File: config.mk
export PLATFORM = sky130hd
export DESIGN_NAME = vnu
export DESIGN_NICKNAME = d
export VERILOG_FILES = /design/src/rtl/vnu.sv
export SDC_FILE = /design/constraint.sdc
export NUM_CORES = 1
export LEC_CHECK = 0
export CAP_MARGIN = 20
export CORE_MARGIN = 4
export CORE_UTILIZATION = 55
export CTS_BUF_LIST = sky130_fd_sc_hd__clkbuf_4 sky130_fd_sc_hd__clkbuf_8
export DETAILED_ROUTE_END_ITERATION = 10
export MAX_ROUTING_LAYER = met4
export PLACE_DENSITY_LB_ADDON = 0.3
export RECOVER_POWER = 100
export SLEW_MARGIN = 20
export SYNTH_ARGS = -nofsm -noshare
export SYNTH_HDL_FRONTEND = slang
export SYNTH_SLANG_ARGS = --single-unit
File: constraint.sdc
create_clock -name clk -period 8.25 [get_ports clk]
set_clock_uncertainty 0.1 [all_clocks]
set_input_delay 0.825 -clock clk [delete_from_list [all_inputs] [get_ports clk]]
set_output_delay 0.825 -clock clk [all_outputs]
set_load 0.02 [all_outputs]
File: src/rtl/vnu.sv
// Serial min-sum variable node unit: accumulates D check messages onto the channel LLR,
// then emits D extrinsic messages q_k = total - r_k. Define VNU_SAT_EN for symmetric saturation.
module vnu #(
    parameter int data_w = 8,
    parameter int D      = 3,
    parameter int acc_w  = 12,
    parameter int idx_w  = 8
) (
    input  logic                     clk,
    input  logic                     rst,
    input  logic signed [data_w-1:0] llr,
    input  logic signed [data_w-1:0] r_in,
    input  logic                     r_valid,
    output logic                     r_ready,
    output logic signed [data_w-1:0] q_out,
    output logic        [idx_w-1:0]  q_idx,
    output logic                     q_valid,
    input  logic                     q_ready,
    output logic                     hd,
    output logic                     hd_valid
);

    localparam int cnt_w = (D > 1) ? $clog2(D) : 1;

    typedef enum logic [1:0] {
        IDLE  = 2'd0,
        ACCUM = 2'd1,
        EMIT  = 2'd2
    } state_t;

    state_t                    state_q, state_d;
    logic signed [acc_w-1:0]   acc_q, acc_d;
    logic signed [data_w-1:0]  buf_q [D];
    logic signed [data_w-1:0]  buf_d [D];
    logic        [cnt_w-1:0]   cnt_q, cnt_d;
    logic        [cnt_w-1:0]   k_q, k_d;
    logic                      r_ready_q, r_ready_d;
    logic                      q_valid_q, q_valid_d;
    logic                      hd_q, hd_d;
    logic                      hd_valid_q, hd_valid_d;
    logic                      beat_in, beat_out;
    logic signed [data_w-1:0]  q_fmt;

    assign beat_in  = r_valid & r_ready_q;
    assign beat_out = q_valid_q & q_ready;

    // NOTE: every variable assigned in this block gets a default first, so no path infers a latch.
    always_comb begin
        state_d    = state_q;
        acc_d      = acc_q;
        buf_d      = buf_q;
        cnt_d      = cnt_q;
        k_d        = k_q;
        hd_d       = hd_q;
        hd_valid_d = 1'b0;

        case (state_q)
            IDLE: begin
                if (beat_in) begin
                    acc_d    = acc_w'(llr) + acc_w'(r_in);
                    buf_d[0] = r_in;
                    cnt_d    = cnt_w'(1);
                    state_d  = (D == 1) ? EMIT : ACCUM;
                end
            end
            ACCUM: begin
                if (beat_in) begin
                    acc_d        = acc_q + acc_w'(r_in);
                    buf_d[cnt_q] = r_in;
                    cnt_d        = cnt_q + cnt_w'(1);
                    if (cnt_q == cnt_w'(D - 1)) state_d = EMIT;
                end
            end
            EMIT: begin
                if (beat_out) begin
                    if (k_q == cnt_w'(D - 1)) begin
                        state_d = IDLE;
                        k_d     = '0;
                    end else begin
                        k_d = k_q + cnt_w'(1);
                    end
                end
            end
            default: state_d = IDLE;
        endcase

        // Hard decision is taken from the unformatted total at the moment it is complete.
        if (state_q != EMIT && state_d == EMIT) begin
            k_d        = '0;
            hd_d       = acc_d[acc_w-1];
            hd_valid_d = 1'b1;
        end

        r_ready_d = (state_d != EMIT);
        q_valid_d = (state_d == EMIT);
    end

`ifdef VNU_SAT_EN
    localparam logic signed [data_w-1:0] q_max = {1'b0, {(data_w-1){1'b1}}};
    localparam logic signed [data_w-1:0] q_min = -q_max;

    logic signed [acc_w:0] diff;

    always_comb begin
        diff = (acc_w+1)'(acc_q) - (acc_w+1)'(buf_q[k_q]);
        if (diff > (acc_w+1)'(q_max))      q_fmt = q_max;
        else if (diff < (acc_w+1)'(q_min)) q_fmt = q_min;
        else                               q_fmt = diff[data_w-1:0];
    end
`else
    // Wrapping keeps only the low bits, so the subtraction can be done at message width.
    always_comb begin
        q_fmt = acc_q[data_w-1:0] - buf_q[k_q];
    end
`endif

    // NOTE: non-blocking assignments for all state so every register samples pre-edge values.
    always_ff @(posedge clk or negedge rst) begin
        if (!rst) begin
            state_q    <= IDLE;
            acc_q      <= '0;
            cnt_q      <= '0;
            k_q        <= '0;
            r_ready_q  <= 1'b0;
            q_valid_q  <= 1'b0;
            hd_q       <= 1'b0;
            hd_valid_q <= 1'b0;
            // NOTE: the message buffer is reset too, so an aborted block leaves no residue.
            for (int i = 0; i < D; i++) buf_q[i] <= '0;
        end else begin
            state_q    <= state_d;
            acc_q      <= acc_d;
            cnt_q      <= cnt_d;
            k_q        <= k_d;
            r_ready_q  <= r_ready_d;
            q_valid_q  <= q_valid_d;
            hd_q       <= hd_d;
            hd_valid_q <= hd_valid_d;
            for (int i = 0; i < D; i++) buf_q[i] <= buf_d[i];
        end
    end

    assign r_ready  = r_ready_q;
    assign q_valid  = q_valid_q;
    assign q_out    = q_valid_q ? q_fmt : '0;
    assign q_idx    = idx_w'(k_q);
    assign hd       = hd_q;
    assign hd_valid = hd_valid_q;

endmodule

==> flow_metrics.tcl, run 1 <==
set metrics [dict create \
    synth_area_per_cell_um2 9.46 \
    final_util_pct 65.3 \
    p_leak_uw 0.00167 \
    fmax_mhz 215 \
    cts_resized 0 \
    post-route-period-util_pct 56.4 \
    synthDistinctLibCells 52 \
    drt_pass1_iterations 4 \
    arrival_ns 3.73 \
    p_int_uw 761 \
    hold_path_end "hd$_DFFE_PN0P_" \
    root_buffer "clkbuf_8" \
    r2r-start "acc_q[0]$_DFFE_PN0P_" \
    powerDensity_nw_per_um2 348 \
    min_path_cells 2 \
    gp_congestion 0.820 \
    avgViaCountPerCell 5.67 \
    clockBufferDepth 2 \
    cts_setup_buffers 0 \
    drive_above_1_share_pct 4.29 \
    slew_headroom_pct -57.7 \
    worst_slew_pin_slew_ns 2.37 \
    cts_sinks 46 \
    antenna_cells 0 \
    nets 425 \
    outcome "complete, but fails checks" \
    rsz0062_at_grt "false" \
    row_count 27 \
    ir_drop_uv 145 \
    clk_latency_ns 0.29 \
    finalSetupTns_ns 0 \
    ff2ff_path_depth 9 \
    routed_wl_mm 6.63 \
    async_flop_share_pct 100 \
    ant_nets 0 \
    io_buffer_count 33 \
    reg2reg_to "acc_q[8]$_DFFE_PN0P_" \
    grt_pass1_vias 2413 \
    grt_max_degree 47 \
    core-area_um2 5640 \
    synth_edf_count 0 \
    slowest_stage "dlygate4sd3_1" \
    boundaryPins 40 \
    cpPeakStageDelay_ns 0.66 \
    power.total_uw 1280 \
    grt-ovfl-total 0 \
    slew_violations 47 \
    crit_path_end_kind "primary output" \
    stdcell_count 445 \
    dp_hpwl_mm 5.29 \
    clkTransAtPathRegs_ns 0.08 \
    wl_per_cell_um 14.9 \
    setup_viol 0 \
    synth_area_leaders "dfrtp_1, ha_1, mux2_1, a21oi_1, xnor2_1" \
    worst_path_most_repeated_cell "a21oi_1" \
    initial_core_util_pct 57.8 \
    synthFlopType "dfrtp_1" \
    dp.cells 438 \
    switching_share_pct 40.6 \
    path_class "reg -> out" \
    pre_cts_ws_ns 3.96 \
    cts_inserted_buffers 5 \
    grt_pass1_wl_mm 11.3 \
    final-hold-violation-count 0 \
    antenna_found_initial 0 \
    synth_seq_area_share_pct 35.3 \
    path_cells "nor2b_1 -> nand2_1 -> o21ai_0 -> ha_1 -> inv_1 -> fa_1 -> a21oi_1 -> o21bai_1 -> a21o_1 -> a21oi_1 -> xnor2_1 -> and2_1 -> dlygate4sd3_1" \
    min_path_type "reg -> reg" \
    path_max_fanout 13 \
    synth_top_area_share_pct 35.3 \
    holdBufCountCts 0 \
    min-delay-start "hd$_DFFE_PN0P_" \
    worst_slack_ns 3.60 \
    dieHeight_um 85.0 \
    yosysTopAreaCell "dfrtp_1" \
    synth_seq_cells 46 \
    p_comb_share_pct 53.9 \
    violations "capacitance limit, slew limit" \
    seqPwrFrac_pct 33.1 \
    ff2ff_setup_slack_ns 5.53 \
    num_vias 2525 \
    fp.dieArea_um2 7230 \
    tritoncts "built" \
    start_kind "flip-flop" \
    area_growth_syn_to_layout_pct 12.9 \
    drt-initial-drc-count 98 \
    h-tree-depth 2 \
    grt_use_total_pct 19.7 \
    yosys_warnings 0 \
    die_w_um 85.0 \
    cap_violations 1 \
    synthCells 345 \
    critPathRequiredTime_ns 7.32 \
    p_switching_uw 521 \
    synth.cell_area_um2 3260 \
    clockPowerShare_pct 13.0 \
    route.detailed.drc 0 \
    period_needed_ns 4.65 \
]
## flip-flops by register name, summed over array words and instances, names as in the netlist
register	count
cnt_q	2
state_q	2
r_ready	1
buf_q	24
q_valid	1
acc_q	12
hd_valid	1
k_q	2
hd	1
## power by group through the flow
stage               registers, uW  logic, uW  clock network (uW)
global route                  441        791                 177
detailed placement            429        709                   0
CTS                           426        712                 168
global placement              422        677                   0
finish                        425        692                 166
floorplan                     390        581                   0
## kinds of logic (layout without fill, tap and decap cells)
family | count (synthesis) | in the layout | synth area share, %
buffers and inverters | 31 | 54 | 4.87
xor gates and xnor gates | 19 | 19 | 5.10
muxes | 35 | 35 | 11.7
AOI/OAI and AO/OA | 82 | 82 | 15.4
adders and majority gates | 32 | 32 | 13.0
other | 1 | 6 | 0.115
DFF | 46 | 46 | 35.3
and+or+nand+nor | 99 | 99 | 14.6
## synth_stat cells, types with 2 or more instances
master,number
o21a_1,2
mux2_1,17
o21ai_1,13
o211ai_1,2
inv_1,13
mux2i_1,12
o21bai_1,3
o21ai_0,14
nand2b_1,6
nand2_1,26
and2_1,8
clkbuf_1,4
fa_1,3
xnor2_1,15
a21oi_1,29
nand4_1,3
dfrtp_1,46
and3_1,2
xor2_1,4
buf_4,9
buf_1,2
nor2b_1,5
or2_1,2
a211oi_1,4
mux2_2,5
nor2_1,29
ha_1,29
nor3_1,3
nand3_1,9
a21o_1,4
## layout by cell type (no fill, tap or decap), types with 2 or more instances in the layout
master            n
nand4_1           3
inv_1            13
nor2b_1           5
xnor2_1          15
and3_1            2
o211ai_1          2
nor3_1            3
mux2_2            5
dfrtp_1          46
nor2_1           29
o21ai_0          17
fa_1              3
mux2_1           17
a211oi_1          5
nand2_1          26
mux2i_1          13
nand3_1          10
xor2_1            4
clkbuf_8          6
a21oi_1          30
conb_1            6
a21o_1            4
and2_1            8
ha_1             29
or2_1             2
o21ai_1          10
clkdlybuf4s50_1  13
o21a_1            2
o21bai_1          3
nand2b_1          6
dlygate4sd3_1    19
## final cells by class
class / count / area, um2
Sequential cell: 46 / 1150
Tap cell: 72 / 90.1
Multi-Input combinational cell: 273 / 1950
Fill cell: 472 / 1960
Timing Repair Buffer: 33 / 324
Inverter: 14 / 52.6
Clock buffer: 6 / 82.6
Clock inverter: 1 / 30.0
## how the worst max path moves through the flow
stage                             startpoint        to  slack (ns)
after floorplan           k_q[0]$_DFFE_PN0P_  q_out[6]        4.63
final                     k_q[0]$_DFFE_PN0P_  q_out[6]        3.60
after CTS                 k_q[0]$_DFFE_PN0P_  q_out[6]        3.63
after detailed placement  k_q[0]$_DFFE_PN0P_  q_out[6]        3.96
after global routing      k_q[0]$_DFFE_PN0P_  q_out[6]        3.22
after global placement    k_q[0]$_DFFE_PN0P_  q_out[6]        4.04
## critical path, delay by kind of cell, from the launching register on
| kind | cells | cell delay [ns] |
|---|---|---|
| compound gates | 5 | 0.71 |
| flops | 1 | 0.58 |
| xor+xnor | 1 | 0.12 |
| simple gates | 3 | 0.72 |
| buf+inv | 2 | 0.71 |
| fa+ha+maj | 2 | 0.59 |
## routing by layer
layer	wire [um]	global-route usage [%]	part of all wire (%)	up-vias
met3	277	2.62	4.2	6
met5	0	-	0	-
met4	52	4.89	0.78	0
met2	3180	33.0	48	51
met1	3120	25.3	47	1205
li1	-	-	-	1263
## stage by stage
stage / hold WS, ns / area, um2
3_3_place_gp: 0.366 / 3590
4_1_cts: 0.381 / 3700
3_5_place_dp: 0.370 / 3590
2_1_floorplan: 0.334 / 3280
6_report: 0.391 / 3680
5_1_grt: 0.421 / 3680
Note: power is estimated with default switching activity, not from simulation.
==> run 2, diff against run 1 <==
Settings changed: CORE_UTILIZATION 55 to 52.
Clock period 8.25 ns to 3.95 ns, I/O delays scaled along.
==> flow_metrics.tcl, run 2 (same netlist as run 1, synthesis figures left out) <==
set metrics [dict create \
    outcome "complete, but fails checks" \
    violations "capacitance limit, slew limit" \
    grt_max_degree 47 \
    dp.cells 445 \
    drt-initial-drc-count 136 \
    drt_pass1_iterations 6 \
    postLayoutCellArea_um2 3700 \
    grt_pass1_vias 2521 \
    area_growth_syn_to_layout_pct 13.3 \
    die_w_um 87.2 \
    grt_use_total_pct 19.5 \
    stdcell_count 455 \
    path_cells "nor2b_1 -> buf_4 -> a21oi_1 -> ha_1 -> nor2b_1 -> o21ai_1 -> a21oi_1 -> o21ai_1 -> a21oi_1 -> xnor2_1 -> and2_1 -> dlygate4sd3_1" \
    io_buffer_count 33 \
    avgViaCountPerCell 5.57 \
    path_class "reg -> out" \
    ant_nets 0 \
    core-area_um2 5990 \
    path_max_fanout 9 \
    cap_violations 1 \
    ir_drop_uv 309 \
    final-hold-violation-count 0 \
    routed_wl_mm 6.50 \
    cts_inserted_buffers 5 \
    drive_above_1_share_pct 6.05 \
    slew_headroom_pct -60.6 \
    layout_common_cells "dfrtp_1, a21oi_1, nor2_1, ha_1, nand2_1" \
    slowest_stage "dlygate4sd3_1" \
    grt-ovfl-total 0 \
    tritoncts "built" \
    slew_violations 47 \
    regMostFlops "buf_q" \
    wl_per_cell_um 14.3 \
    power.total_uw 2600 \
    initial_core_util_pct 54.5 \
    dieHeight_um 87.2 \
    finalSetupTns_ns 0 \
    worst_path_most_repeated_cell "a21oi_1" \
    grt_pass1_wl_mm 11.5 \
    clk_latency_ns 0.30 \
    largest_register_ffs 24 \
    root_buffer "clkbuf_8" \
    cts_sinks 46 \
    cp_top_family "buffers and inverters" \
    antenna_found_initial 0 \
    dp_hpwl_mm 5.09 \
    num_vias 2533 \
    powerDensity_nw_per_um2 703 \
    layout_commonest_cell "dfrtp_1" \
    arrival_ns 3.17 \
    clkTransAtPathRegs_ns 0.08 \
    setup_viol 0 \
    placed_area_um2 3620 \
    row_count 28 \
    critPathRequiredTime_ns 3.45 \
    reg_top3 "buf_q: 24 flops, acc_q: 12 flops" \
    fmax_mhz 273 \
    fp.dieArea_um2 7610 \
    p_leak_uw 0.00167 \
    min_path_type "reg -> reg" \
    start_kind "flip-flop" \
    h-tree-depth 2 \
    path_buf_inv 2 \
    boundaryPins 40 \
    holdBufCountCts 0 \
    rsz0062_at_grt "false" \
    gp_congestion 0.855 \
    period_needed_ns 3.66 \
    clockBufferDepth 2 \
    fillers 532 \
    worst_slew_pin_slew_ns 2.41 \
    route.detailed.drc 0 \
    cpPeakStageDelay_ns 0.66 \
    crit_path_end_kind "primary output" \
    antenna_cells 0 \
    post-route-period-util_pct 92.7 \
    nets 432 \
]
[run 2: changes by cell type in the layout (fill, tap and decap cells not counted)]
cell,previous run,this run
buf_4,0,6
bufinv_16,1,0
clkbuf_1,1,3
clkbuf_8,6,5
clkdlybuf4s50_1,13,14
clkinv_2,0,2
dfrtp_1,46,45
dfrtp_2,0,1
dlygate4sd3_1,19,17
o21ai_0,17,16
o21ai_1,10,11
[run 2: metal layers]
layer,GRT usage [%],wire length (um),up-vias
met5,-,0,-
met3,2.93,278,8
met2,32.0,3030,51
li1,-,-,1275
met1,24.7,3100,1199
met4,6.69,97,0
[run 2: what timing repair did]
item / 4_1_cts / 5_1_grt
endpoints found under the setup margin: 0 / 2
gates resized for setup: 0 / 2
endpoints found under the hold margin: 0 / 0
buffers inserted: 0 / 3
[run 2: final timing paths]
kind	endpoint	slack, ns	startpoint	cells past startpoint
min reg2reg	hd$_DFFE_PN0P_	0.38	hd$_DFFE_PN0P_	2
max in group asynchronous	k_q[1]$_DFFE_PN0P_	1.49	rst	1
max reg2reg	acc_q[8]$_DFFE_PN0P_	1.31	acc_q[0]$_DFFE_PN0P_	9
min	hd$_DFFE_PN0P_	0.38	hd$_DFFE_PN0P_	2
max	q_out[7]	0.29	k_q[1]$_DFFE_PN0P_	12
min in group asynchronous	acc_q[2]$_DFFE_PN0P_	0.72	rst	1
[run 2: worst min-delay path, stage by stage (launching register included)]
cell	delay (ns)
dfrtp_1	0.34
nand2_1	0.05
o21ai_1	0.06
[run 2: final cells by class]
type,count,area [um2],area share (%)
sequential,46,1150,31.2
clock buffer,5,68.8,1.86
timing repair buffer,40,367,9.91
tap,75,93.8,2.54
multi-input combinational,273,1950,52.8
inverter,14,52.6,1.42
clock inverter,2,10.0,0.271
[run 2: report_power, final]
part | switching (uW) | leakage (uW) | internal [uW]
clock network | 152 | 0.0000438 | 119
logic | 742 | 0.00108 | 707
registers | 191 | 0.000551 | 687
total | 1080 | 0.00167 | 1510
[run 2: per-stage QoR]
step	setup slack, ns	hold slack [ns]	util [%]
after floorplan	0.761	-0.000591	-
after global placement	0.547	0.365	60.5
after detailed placement	0.391	0.369	60.5
after CTS	0.0612	0.193	61.8
after global routing	0.0710	0.406	61.7
final	0.289	0.380	61.7
==> run 3, diff against run 2 <==
Settings changed: CAP_MARGIN 20 to 0.
==> results of run 3 <==
Final layout, timing and power as in run 2 (identical DEF).
==> patch 1, RTL diff (flow settings as in run 2) <==
Re-encode `state_t` (3 states) as one-hot, 3 bits wide.
--- a/src/rtl/vnu.sv
+++ b/src/rtl/vnu.sv
@@ -24,6 +24,6 @@
 
-    typedef enum logic [1:0] {
-        IDLE  = 2'd0,
-        ACCUM = 2'd1,
-        EMIT  = 2'd2
+    typedef enum logic [2:0] {
+        IDLE  = 3'b001,
+        ACCUM = 3'b010,
+        EMIT  = 3'b100
     } state_t;
Behaviour: same outputs for any inputs over 4 cycles, from zero or initial values and one cycle with rst low; so few cycles prove little.
==> patch 1 against run 2 <==
  * The flow still finishes with violations (capacitance limit, slew limit)
  * Non-clock buffer count decreased by 4
  * Clock power increased by 13%
  * Synthesized area unchanged
  * Critical path depth increased by 1
  * Sequential cell count increased by 1
  * Final area increased by 0.54%
  * Wire length increased by 13%
  * Power decreased by 13%
  * Worst setup slack improved by 0.0013 ns
==> patch 1: results (changes against run 2) <==
- First-pass GRT wire length: 12.9 mm (was 11.5 mm)
- Synth async-reset ratio: 100% (unchanged)
- Fillers: 521 (was 532)
- DR pass1 iterations: 4 (was 6)
- Crit-path slowest cell: clkdlybuf4s50_1 (was dlygate4sd3_1)
- Max-slew violations: 48 (was 47)
- Peak supply drop: 295 uV (was 309 uV)
- Hold Startpoint: buf_q[7] (was hd)
- Multiplexer share of the synthesized area: 6.94% (was 11.7%)
- Reg-to-Reg Start: acc_q[1] (was acc_q[0])
- GRT Total Usage: 22.2% (was 19.5%)
- Synth Instances: 354 (was 345)
- Post-Route WL: 7.33 mm (was 6.50 mm)
- Met2 WL: 3.51 mm (was 3.03 mm)
- Synth Area in XOR/XNOR: 4.98% (was 5.10%)
- Synth area leaders: dfrtp_1 (35%), ha_1 (11%), o21ai_0 (5.4%), nand2_1 (4.9%), mux2_2 (4.5%) (was dfrtp_1 (35%), ha_1 (11%), mux2_1 (5.9%), a21oi_1 (4.4%), xnor2_1 (4.0%))
- Hold Path Cell Cnt: 2 (unchanged)
- Ratio of cells with drive above 1 in the final layout: 6.96% (was 6.05%)
- Worst r2r path cells: 7 (was 9)
- Vias per std cell: 5.73 (was 5.57)
- Failing checks: capacitance limit, slew limit (unchanged)
- Slew margin rel.: -68.9% (was -60.6%)
- Vias in the first global route: 2,672 (was 2,521)
- Yosys warning count: 0 (unchanged)
- Placed Cells incl. Taps: 455 (was 445)
- Synth Area in Compound Gates: 19.2% (was 15.4%)
- Largest net degree at the start of global routing: 48 (was 47)
- Final nets: 439 (was 432)
- Register area share after synthesis: 36.1% (was 35.3%)
- Leak pwr: 1.71 nW (was 1.67 nW)
- Combinational power: 1.16 mW (was 1.45 mW)
- Max incr delay on CP: 0.60 ns (was 0.66 ns)
- Clk pwr: 0.306 mW (was 0.271 mW)
- GP Congestion: 0.827 (was 0.855)
- Post-synth top cells: dfrtp_1 (46), nand2_1 (43), o21ai_0 (35), ha_1 (29), a21oi_1 (24) (was dfrtp_1 (46), a21oi_1 (29), ha_1 (29), nor2_1 (29), nand2_1 (26))
- Number of max-cap violations: 1 (unchanged)
- Met3 WL: 245 um (was 278 um)
- CP Launch Point: k_q[0] (was k_q[1])
- Largest regs: buf_q x24, acc_q x12, state_q x3 (was buf_q x24, acc_q x12)
- Placed cell areas: 3640 um^2 (was 3620 um^2)
- Delay-heaviest family, CP: compound AO/OA/AOI/OAI gates (was buffers and inverters)
- Avg WL per Cell: 15.8 um (was 14.3 um)
- Status: complete, but fails checks (unchanged)
- Iteration-0 DRC Markers: 129 (was 136)
- Hpwl dp: 5.85 mm (was 5.09 mm)
==> patch 1: kinds of logic after synthesis <==
| family | Yosys count |
|---|---|
| simple gates | 103 |
| compound gates | 97 |
| flops | 47 |
| buf+inv | 36 |
| fa+ha+maj | 32 |
| mux | 21 |
| xor+xnor | 17 |
| other cells | 1 |
==> patch 1: layout make-up <==
class                      count  share of cell area (%)
timing repair buffer          36                    9.32
clock inverter                 2                   0.437
tap                           75                    2.52
clock buffer                   6                    2.22
sequential                    47                    31.7
inverter                      21                    2.12
multi-input combinational    276                    51.7
==> patch 1: metal layers <==
layer,global-route usage [%],up-vias
met3,2.27,8
met1,29.0,1275
met4,6.28,0
li1,-,1324
met5,-,-
met2,36.8,48
==> patch 1: through the flow <==
step                      power [mW]  hold WS [ns]  setup WS (ns)  utilization (%)
after floorplan                 1.72     -0.000591          0.594                -
after global placement          1.93         0.361          0.626             60.8
after detailed placement        1.99         0.370          0.531             60.8
after CTS                       2.30         0.216          0.189             62.4
after global routing            2.50         0.419        0.00397             62.1
final                           2.26         0.394          0.290             62.1
==> patch 1: path summary, 6_finish.rpt <==
path / to / slack [ns]
min reg2reg: buf_q[7] / 0.39
max: q_out[6] / 0.29
min: buf_q[7] / 0.39
max reg2reg: acc_q[11] / 1.14
max in group asynchronous: acc_q[9] / 1.54
min in group asynchronous: buf_q[3] / 0.77
==> patch 1: tightest hold or removal path, delay by kind of cell (launching register included) <==
kind | cells | cell delay [ns]
simple gates | 1 | 0.05
flops | 1 | 0.36
compound gates | 1 | 0.06
==> patch 1: repair_timing <==
action / in CTS / in global routing
setup endpoints to repair: 0 / 3
gates resized for setup: 0 / 2
buffers inserted: 0 / 0
hold endpoints to repair: 0 / 0
==> patch 2, RTL diff (config.mk and constraints of run 2) <==
Made on the original files. Add a define of `VNU_SAT_EN`.
--- a/src/rtl/vnu.sv
+++ b/src/rtl/vnu.sv
@@ -2,2 +2,4 @@
 // then emits D extrinsic messages q_k = total - r_k. Define VNU_SAT_EN for symmetric saturation.
+`define VNU_SAT_EN
+
 module vnu #(
Check against the original RTL: not equivalent (a bounded check fails within 10 cycles, from zero or initial values and one cycle with rst low).
==> patch 2 against run 2 <==
  * The run ends with capacitance limit, slew limit, setup timing left
  * First-iteration DRC count up 20%
  * Synthesized area up 14%
  * Sequential cell count unchanged
  * Utilization up 10 points
  * Final area up 34%
  * Wire length up 52%
  * Worst setup slack worse by 0.35 ns
  * Via count up 32%
Power is not compared: it rests on default switching activity, and its combinational part moved more than twofold at a synthesized area within 25%.
==> patch 2: results (changes against run 2) <==
- Status: complete, but fails checks (unchanged)
- Failing checks: capacitance limit, slew limit, setup timing (was capacitance limit, slew limit)
- Final WS setup: -0.0610 ns (was 0.289 ns)
- Met3 WL: 457 um (was 278 um)
- Max-slew violations: 47 (unchanged)
- Worst r2r path cells: 8 (was 9)
- # resized after CTS: 45 (was 0)
- Global routing usage on met3: 3.57% (was 2.93%)
- Number of max-cap violations: 1 (unchanged)
- Multi-In Gates: 321 (was 273)
- Worst EP arrival: 3.52 ns (was 3.17 ns)
- CP max FO: 8 (was 9)
- M1 GR Usage: 28.7% (was 24.7%)
- Clock-cell share: 1.95% (was 2.13%)
- CP Launch Point: k_q[0] (was k_q[1])
- GP Congestion: 0.921 (was 0.855)
- Tap Cells: 96 (was 75)
- Iteration-0 DRC Markers: 163 (was 136)
- DR pass1 iterations: 4 (was 6)
- Post-synth top cells: dfrtp_1 (46), ha_1 (36), a21oi_1 (34), nand2_1 (28), mux2_2 (26) (was dfrtp_1 (46), a21oi_1 (29), ha_1 (29), nor2_1 (29), nand2_1 (26))
- Slew margin rel.: -67.3% (was -60.6%)
- Setup TNS Final: -0.0610 ns (was 0 ns)
- Hold Startpoint: state_q[1] (was hd)
- Setup violations, final: 1 (was 0)
- Routed vias: 3,347 (was 2,533)
- Hold Path Cell Cnt: 1 (was 2)
- M2 GR Usage: 39.3% (was 32.0%)
- First-pass GRT wire length: 15.8 mm (was 11.5 mm)
## patch 2: worst max-delay path, stage by stage (launching register included)
cell	delay (ns)
dfrtp_2	0.47
buf_6	0.13
mux2i_2	0.20
nor2_1	0.07
a21oi_2	0.24
ha_4	0.26
a21o_1	0.18
or3_1	0.31
or3_4	0.37
nand2_4	0.09
xnor2_4	0.09
or3_1	0.35
o221a_1	0.28
buf_2	0.16
## patch 2: cell families (layout without fill, tap and decap cells)
logic type | Yosys count | count (layout) | synth area share (%)
xor+xnor | 22 | 22 | 5.17
compound gates | 103 | 103 | 18.5
other cells | 1 | 6 | 0.101
flops | 46 | 46 | 30.9
mux | 38 | 38 | 11.1
simple gates | 113 | 113 | 15.9
fa+ha+maj | 39 | 39 | 13.7
buf+inv | 39 | 114 | 4.60
